<file path="src/rtl/cook_sequencer_pkg.sv">
// Shared definitions for the microwave cook sequencer: state encoding and
// the key/power limits used by the controller.
package cook_sequencer_pkg;

  typedef enum logic [2:0] {
    ST_IDLE  = 3'd0,
    ST_SET   = 3'd1,
    ST_COOK  = 3'd2,
    ST_PAUSE = 3'd3,
    ST_DONE  = 3'd4
  } state_e;

  localparam int MAX_DIGITS = 4;
  localparam int POWER_FULL = 10;

endpackage

</file>
<file path="src/rtl/cook_duty_counter.sv">
// Modulo-DUTY_PERIOD tick counter for magnetron power windowing; reports
// whether the count it is about to hold falls inside the power-on slice.
module cook_duty_counter #(
  parameter int DUTY_PERIOD = 10
) (
  input  logic       clk,
  input  logic       rst,
  input  logic       clear_i,
  input  logic       hold_i,
  input  logic       tick_i,
  input  logic [3:0] power_level_i,
  output logic       duty_en_o
);

  localparam int CW = (DUTY_PERIOD > 2) ? $clog2(DUTY_PERIOD) : 1;

  logic [CW-1:0] cnt_q, cnt_d;

  always_comb begin
    cnt_d = cnt_q;
    if (clear_i) begin
      cnt_d = '0;
    end else if (tick_i && !hold_i) begin
      cnt_d = (cnt_q == CW'(DUTY_PERIOD - 1)) ? '0 : cnt_q + CW'(1);
    end
  end

  always_ff @(posedge clk) begin
    if (rst) begin
      cnt_q <= '0;
    end else begin
      cnt_q <= cnt_d;
    end
  end

  // Compare on the next count so the registered mag_on lines up with it.
  assign duty_en_o = (32'(cnt_d) < 32'(power_level_i));

endmodule

</file>
<file path="src/rtl/cook_sequencer.sv">
// Microwave operating FSM: digit entry, power selection, cook/pause/done
// sequencing, timer controls, duty-cycled magnetron enable and beeper.
module cook_sequencer
  import cook_sequencer_pkg::*;
#(
  parameter int BEEP_SECONDS = 3,
  parameter int DUTY_PERIOD  = 10
) (
  input  logic       clk,
  input  logic       rst,
  input  logic       tick_1hz,
  input  logic       key_valid,
  input  logic [3:0] key_digit,
  input  logic       power_key,
  input  logic       start_pulse,
  input  logic       stop_pulse,
  input  logic       clear_pulse,
  input  logic       door_closed,
  input  logic       timer_zero,
  output logic       digit_load,
  output logic       timer_run,
  output logic       timer_clear,
  output logic       mag_on,
  output logic       beep,
  output logic [3:0] power_level,
  output logic [2:0] state
);

  localparam int BW = (BEEP_SECONDS > 1) ? $clog2(BEEP_SECONDS + 1) : 1;

  state_e        state_q, state_d;
  logic [2:0]    digit_cnt_q, digit_cnt_d;
  logic [3:0]    power_q, power_d;
  logic          armed_q, armed_d;
  logic [BW-1:0] beep_cnt_q, beep_cnt_d;
  logic          digit_load_q, digit_load_d;
  logic          timer_clear_q, timer_clear_d;
  logic          timer_run_q, beep_q, mag_on_q;
  logic          duty_clear, duty_hold, duty_en;

  cook_duty_counter #(
    .DUTY_PERIOD(DUTY_PERIOD)
  ) u_duty (
    .clk          (clk),
    .rst          (rst),
    .clear_i      (duty_clear),
    .hold_i       (duty_hold),
    .tick_i       (tick_1hz),
    .power_level_i(power_q),
    .duty_en_o    (duty_en)
  );

  always_comb begin
    state_d       = state_q;
    digit_cnt_d   = digit_cnt_q;
    power_d       = power_q;
    armed_d       = armed_q;
    beep_cnt_d    = beep_cnt_q;
    digit_load_d  = 1'b0;
    timer_clear_d = 1'b0;
    duty_clear    = 1'b0;
    duty_hold     = 1'b1;

    if (clear_pulse) begin
      state_d       = ST_IDLE;
      timer_clear_d = 1'b1;
      power_d       = 4'(POWER_FULL);
      digit_cnt_d   = '0;
      armed_d       = 1'b0;
    end else begin
      unique case (state_q)
        ST_IDLE, ST_SET: begin
          if (state_q == ST_SET && start_pulse && door_closed && !timer_zero) begin
            state_d    = ST_COOK;
            duty_clear = 1'b1;
          end else if (power_key) begin
            armed_d = 1'b1;
          end else if (key_valid) begin
            if (armed_q) begin
              power_d = (key_digit == 4'd0) ? 4'(POWER_FULL) : key_digit;
              armed_d = 1'b0;
            end else if (digit_cnt_q < 3'(MAX_DIGITS)) begin
              digit_load_d = 1'b1;
              digit_cnt_d  = digit_cnt_q + 3'd1;
              state_d      = ST_SET;
            end
          end
        end
        ST_COOK: begin
          if (stop_pulse || !door_closed) begin
            state_d = ST_PAUSE;
          end else if (timer_zero) begin
            state_d    = ST_DONE;
            beep_cnt_d = '0;
          end else begin
            duty_hold = 1'b0;
          end
        end
        ST_PAUSE: begin
          if (stop_pulse) begin
            state_d       = ST_IDLE;
            timer_clear_d = 1'b1;
            digit_cnt_d   = '0;
          end else if (start_pulse && door_closed) begin
            state_d = ST_COOK;
          end else if (power_key) begin
            armed_d = 1'b1;
          end
        end
        ST_DONE: begin
          if (stop_pulse || !door_closed) begin
            state_d     = ST_IDLE;
            digit_cnt_d = '0;
          end else if (tick_1hz) begin
            if (beep_cnt_q == BW'(BEEP_SECONDS - 1)) begin
              state_d     = ST_IDLE;
              digit_cnt_d = '0;
            end else begin
              beep_cnt_d = beep_cnt_q + BW'(1);
            end
          end
        end
        default: state_d = ST_IDLE;
      endcase
    end
  end

  always_ff @(posedge clk) begin
    if (rst) begin
      state_q       <= ST_IDLE;
      digit_cnt_q   <= '0;
      power_q       <= 4'(POWER_FULL);
      armed_q       <= 1'b0;
      beep_cnt_q    <= '0;
      digit_load_q  <= 1'b0;
      timer_clear_q <= 1'b0;
      timer_run_q   <= 1'b0;
      beep_q        <= 1'b0;
      mag_on_q      <= 1'b0;
    end else begin
      state_q       <= state_d;
      digit_cnt_q   <= digit_cnt_d;
      power_q       <= power_d;
      armed_q       <= armed_d;
      beep_cnt_q    <= beep_cnt_d;
      digit_load_q  <= digit_load_d;
      timer_clear_q <= timer_clear_d;
      timer_run_q   <= (state_d == ST_COOK);
      beep_q        <= (state_d == ST_DONE);
      // Door level gates directly so an opening drops mag_on at the next edge.
      mag_on_q      <= (state_d == ST_COOK) && door_closed && duty_en;
    end
  end

  assign digit_load  = digit_load_q;
  assign timer_clear = timer_clear_q;
  assign timer_run   = timer_run_q;
  assign beep        = beep_q;
  assign mag_on      = mag_on_q;
  assign power_level = power_q;
  assign state       = state_q;

endmodule

</file>
<file path="config.mk">
export PLATFORM = sky130hd
export DESIGN_NAME = cook_sequencer
export DESIGN_NICKNAME = d
export VERILOG_FILES = /design/src/rtl/cook_sequencer_pkg.sv /design/src/rtl/cook_duty_counter.sv /design/src/rtl/cook_sequencer.sv
export SDC_FILE = /design/constraint.sdc
export NUM_CORES = 1
export LEC_CHECK = 0
export ABC_AREA = 1
export BUFFER_PORTS_ARGS = -buffer_cell sky130_fd_sc_hd__buf_4
export CAP_MARGIN = 10
export CORE_MARGIN = 3
export CORE_UTILIZATION = 38
export DETAILED_ROUTE_END_ITERATION = 12
export PLACE_DENSITY = 0.6
export SETUP_SLACK_MARGIN = 0.1
export SLEW_MARGIN = 20
export SYNTH_ARGS = -nofsm -noshare
export SYNTH_HDL_FRONTEND = slang
export SYNTH_SLANG_ARGS = --single-unit
</file>
<file path="constraint.sdc">
create_clock -name clk -period 2.2 [get_ports clk]
set_clock_uncertainty 0.2 [all_clocks]
set_input_delay 0.22 -clock clk [delete_from_list [all_inputs] [get_ports clk]]
set_output_delay 0.22 -clock clk [all_outputs]
set_load 0.005 [all_outputs]
</file>
# Yosys cells after proc, flatten, opt, wreduce, memory -nomap -nowiden
# Cells that the tools add are included.
[op_classes]
add_sub_neg = 3
mul = 0
div = 0
order_cmp = 2
eq_ne = 25
n_shift = 0
mux = 52
bitwise = 5
reduce_logical = 23
[ops]
columns = ["operator", "count"]
rows = [
  ["$mux W3", 22],
  ["$ne A2 B2 Y1 const B", 14],
  ["$mux W1", 17],
  ["$mux W4", 4],
  ["$pmux W3 S4", 1],
  ["$mux W2", 5],
  ["$eq A3 B2 Y1 const B", 3],
  ["$ne A3 B3 Y1 const B", 3],
  ["$pmux W3 S3", 1],
  ["$reduce_and A9 Y1", 1],
  ["$logic_and A1 B1 Y1", 7],
  ["$reduce_and A7 Y1", 1],
  ["$reduce_or A7 Y1", 1],
  ["$eq A3 B3 Y1 const B", 2],
  ["$reduce_and A6 Y1", 1],
  ["$not A1 Y1", 5],
  ["$reduce_and A5 Y1", 1],
  ["$add A4 B1 Y4 const B", 1],
  ["$eq A4 B4 Y1 const B", 1],
  ["$logic_not A4 Y1", 1],
  ["$lt A4 B4 Y1", 1],
  ["$pmux W2 S2", 1],
  ["$reduce_bool A2 Y1", 2],
  ["$reduce_or A2 Y1", 2],
  ["other kinds (10)", 12],
]
[word_totals]
register_bits = 22
latchBits = 0
mem_bits_rw = 0
mem_bits_ro = 0
out_inout_bits = 12
elab_cells = 121
n_memories = 0

# Depth between registers and ports, before layout
[logic_depth]
depth_word = 11
mapped_depth = 12

# By module
# From an unflattened synthesis, not the netlist that was laid out.
[hier_totals]
cells_unflattened = 208
area_unflattened_um2 = 1302.5
[by_module_without_submodules]
columns = ["module", "n_inst", "cells_each", "area_per_inst_um2", "seq_area_each_um2"]
rows = [
  ["cook_sequencer", 1, 159, 984.7, 360.3],
  ["cook_duty_counter", 1, 49, 317.8, 80.1],
]

# Worst setup path before layout
# OpenSTA, ideal clock, no wires.
[synth_timing]
path_kind = "register to register"
start = "register state_q[0] (netlist: state[0])"
end = "register mag_on_q (netlist: mag_on)"
setup_time_ns = 0.070
t_arrival_ns = 1.698
required_time_ns = 1.930
path_slack_ns = 0.232
path_stages_with_launch = 11
path_buffers = 0
period_less_slack_ns = 1.968
cell_sequence = "dfxtp_1 inv_2 nand3_1 nor2_1 nand2_1 o21ai_0 inv_1 ha_1 a211oi_1 nand4_1 a21oi_1"
[synth_via]
elab_chain_cells = 10
elab_cells_between_ends = 36
classes_between = "1 x order compare; 5 x eq/ne; 21 x mux; 9 x reduce/logical"
[synth_lines]
columns = ["item", "line_no", "rtl"]
rows = [
  ["start: declaration", "cook_sequencer.sv:31", "state_e state_q, state_d;"],
  ["start signal: assignment", "cook_sequencer.sv:141", "state_q <= state_d;"],
  ["$eq A3 B1 Y1", "cook_sequencer.sv:71, cook_sequencer.sv:73", ""],
  ["$logic_and A1 B1 Y1 (3 in series)", "cook_sequencer.sv:73", "if (state_q == ST_SET && start_pulse && door_closed && !timer_zero) begin"],
  ["$mux W1", "cook_sequencer.sv:73", ""],
  ["$mux W1", "cook_sequencer.sv:71", "unique case (state_q)"],
  ["$mux W1", "cook_sequencer.sv:64", "if (clear_pulse) begin"],
  ["$mux W4 *", "cook_duty_counter.sv:21", "if (clear_i) begin"],
  ["via u_duty.cnt_d[3]", "cook_duty_counter.sv:17", "logic [CW-1:0] cnt_q, cnt_d;"],
  ["$lt A4 B4 Y1 *", "cook_duty_counter.sv:37", "assign duty_en_o = (32'(cnt_d) < 32'(power_level_i));"],
  ["$logic_and A1 B1 Y1 *", "cook_sequencer.sv:151", "mag_on_q <= (state_d == ST_COOK) && door_closed && duty_en;"],
  ["end signal: assignment", "cook_sequencer.sv:151", ""],
  ["end: declaration", "cook_sequencer.sv:38", "logic timer_run_q, beep_q, mag_on_q;"],
]
# Mark *: on every way through the listed nets, which the timed path passes. The rest lies on a longest branch.
# A chain may end at the register's enable or synchronous reset.

# Final worst setup path
[layout_timing]
start = "register state_q[2] (netlist: state[2])"
end = "register mag_on_q (netlist: mag_on)"
# Same word-level chain as after synthesis.

==> results.md <==
* Syn_area_per_cell at 7.00 sq um
* Top cells by area, synth: dfxtp_1, inv_1, nand2_1
* Post-synth top area share at 36.1%
* Critical-path top delay cell: dfxtp_4
* Post-Route WL at 3.08 mm
* Unrepaired setup endpoints after global routing: false
* Max stage delay on crit path at 0.39 ns
* Critical path class: flip-flop to flip-flop
* Pwr/cell area at 403 nW/um^2
* Gr ovfl total at 0
* #FFs+latches synth at 22
* Tightest Pin Transition at 0.359 ns
* Ant. Diodes at 0
* Worst-path clk slew at 0.11 ns
* Global-route wire length before repair at 5.15 mm
* Worst-Skew Late Latency at 0.30 ns
* Gr usage total at 15.9%
* Die H at 62.6 um
* Cells after synthesis at 174
* # port buffers at 25
* Htree depth at 1
* Final period util at 92.2%
* Leak Pwr at 0.763 nW
* Site row count at 19
* Post-synth cell types at 25
* Fill count at 284
* Hold Fails Final Rpt at 0
* Slew Limit Fails at 0
* DRT iter0 DRCs at 42
* CP Max Fanout at 5
* Nets at 231
* DP Wirelength at 2.36 mm
* Core area at 2900 sq um
* Initial antenna violation count at 0
* Cell Chain, Critical Path: inv_4 > nand3_4 > nor2_4 > nand2_2 > a21oi_2 > o21ai_2 > inv_2 > ha_4 > a211oi_2 > nand4_1 > a21oi_1
* Crit path launch type: flip-flop
* Fmax at 0.493 GHz
* Via count at 1,255
* Crit end category: flip-flop
* Num ports at 26
* CTS tree: built
* Largest net degree at the start of global routing at 13
* Setup Viol. Count Final at 0
* Post-synth net total at 193
* Crit path required time at 2.24 ns
* Max-slew headroom at 76.0%
* Syn-to-layout area delta at 35.5%
* Die Area at 3920 sq um
* Pre-antenna DRT Iters at 4
* Worst-case clock buffer depth at 2
* Maximum VDD drop at 0.000324 V
* Power Total at 0.666 mW
* Max_cap viols at 0
* Fin Setup TNS at 0 ns
* HP Class: primary input to flip-flop
* CTS buffer count at 3
* Status: complete, no violations
* Share of cells above drive strength 1 at 30.0%
* Vias in the first global route at 1,189
* Synthesized area at 1220 sq um
* Final antenna-violating net count at 0
* Area after DPL at 1460 sq um
* Proportion of synthesized chip area in sequential cells at 36.1%
* Remaining DRCs at 0
* RePlAce Congestion at 0.860
* Crit path max-delay family: compound AO/OA/AOI/OAI gates
* Number of synthesis warnings at 0
* Initial Util at 42.0%
* Die Width at 62.6 um
* Cell type with the largest total area after synthesis: dfxtp_1
* Post-DR vias/cell at 4.98
* Drt wl/cell at 12.2 um
* Worst Path Buf+Inv at 2
* CTS sink cnt at 22
* Root buffer cell: clkbuf_4
* Data arrival, critical path at 2.07 ns
* Finished Cell Area at 1650 sq um
* Clock period minus worst slack at 2.03 ns
## path summary, 6_finish.rpt
path | from | endpoint | slack [ns] | depth (start not counted)
worst max-delay path | state[2] | mag_on | 0.17 | 11
worst min-delay path | key_digit[0] | power_level[0] | 0.01 | 3
worst max register to register | state[2] | mag_on | 0.17 | 11
worst min register to register | beep_cnt_q[1] | beep_cnt_q[1] | 0.26 | 2
## tightest hold or removal path: stages
cell     delay (ns)
buf_4          0.08
o21ai_0        0.09
nor2_1         0.09
## where the power goes
| group | switching (mW) | leakage [nW] | internal, mW |
|---|---|---|---|
| combinational | 0.0450 | 0.568 | 0.0378 |
| sequential | 0.00338 | 0.181 | 0.401 |
| clock | 0.115 | 0.0138 | 0.0639 |
| total | 0.163 | 0.763 | 0.502 |
## sequential cells by signal (all words and copies together) (netlist names), 2 cells and up
signal,cells
digit_cnt_q,3
state,3
power_level,4
u_duty.cnt_q,4
beep_cnt_q,2
## cells by family after synthesis
kind of cell	share of synthesized area, %
AOI/OAI and AO/OA	14.6
xor gates and xnor gates	0.719
adders and majority gates	5.13
buffers and inverters	10.5
DFF	36.1
and+or+nand+nor	33.0
## per-layer routing
layer	GRT usage [%]	share of wire (%)	vias up
met5	0	0	-
met4	3.31	1.0	0
met3	5.58	6.3	6
met2	26.4	47	36
met1	19.8	45	569
li1	-	-	644
## final cells by class
type	count	area (sq um)	share of cell area [%]
Clock buffer	3	22.5	1.36
Inverter	33	129	7.80
Multi-Input combinational cell	118	727	44.0
Sequential cell	22	450	27.3
Tap cell	42	52.6	3.18
Timing Repair Buffer	34	270	16.4
## stage by stage
stage / std cells / util (%) / hold slack, ns / setup slack (ns)
after CTS: 249 / 53.9 / 0.0113 / 0.117
final: 252 / 56.9 / 0.00993 / 0.172
after detailed placement: 240 / 50.2 / 0.237 / 0.00517
after global routing: 252 / 56.9 / 0.0299 / 0.0875
after global placement: 240 / 50.2 / 0.237 / 0.0908
after floorplan: 174 / - / 0.0985 / 0.232
## synth_stat cells
cell type and count:
o21ai_0 13, clkinv_1 1, o21ai_2 1, a211oi_1 3, o211ai_1 2, nand3_2 5, nand3_1 10, o31ai_1 1
ha_1 5, nand4_1 5, inv_1 30, nor2_2 3, inv_2 2, nand2_2 2, xor2_1 1, nor3b_1 1
nand2_1 28, nor3_1 4, dfxtp_1 22, nor2_4 2, a21oi_2 1, nor4_1 2, clkbuf_1 1, a21oi_1 10
nor2_1 19
## layout by cell type, fill, tap and decap left out, types with 4 or more instances in the layout
cell type	synthesis	routed
inv_1	30	28
buf_4	0	28
nand2_1	28	27
dfxtp_1	22	18
nor2_1	19	16
o21ai_0	13	12
nand3_1	10	9
a21oi_1	10	9
dlygate4sd3_1	0	6
nand4_1	5	5
nor2_4	2	4
nor2_2	3	4
nand3_2	5	4
ha_1	5	4
## repair_timing
action                                  CTS  global route
endpoints found under the setup margin    1             2
pin swaps                                 0             5
hold buffers                              6             0
hold endpoints to repair                 13             0
setup buffers                             0             3
resized for setup                        10            16
Power figures use the tool's default switching activity.
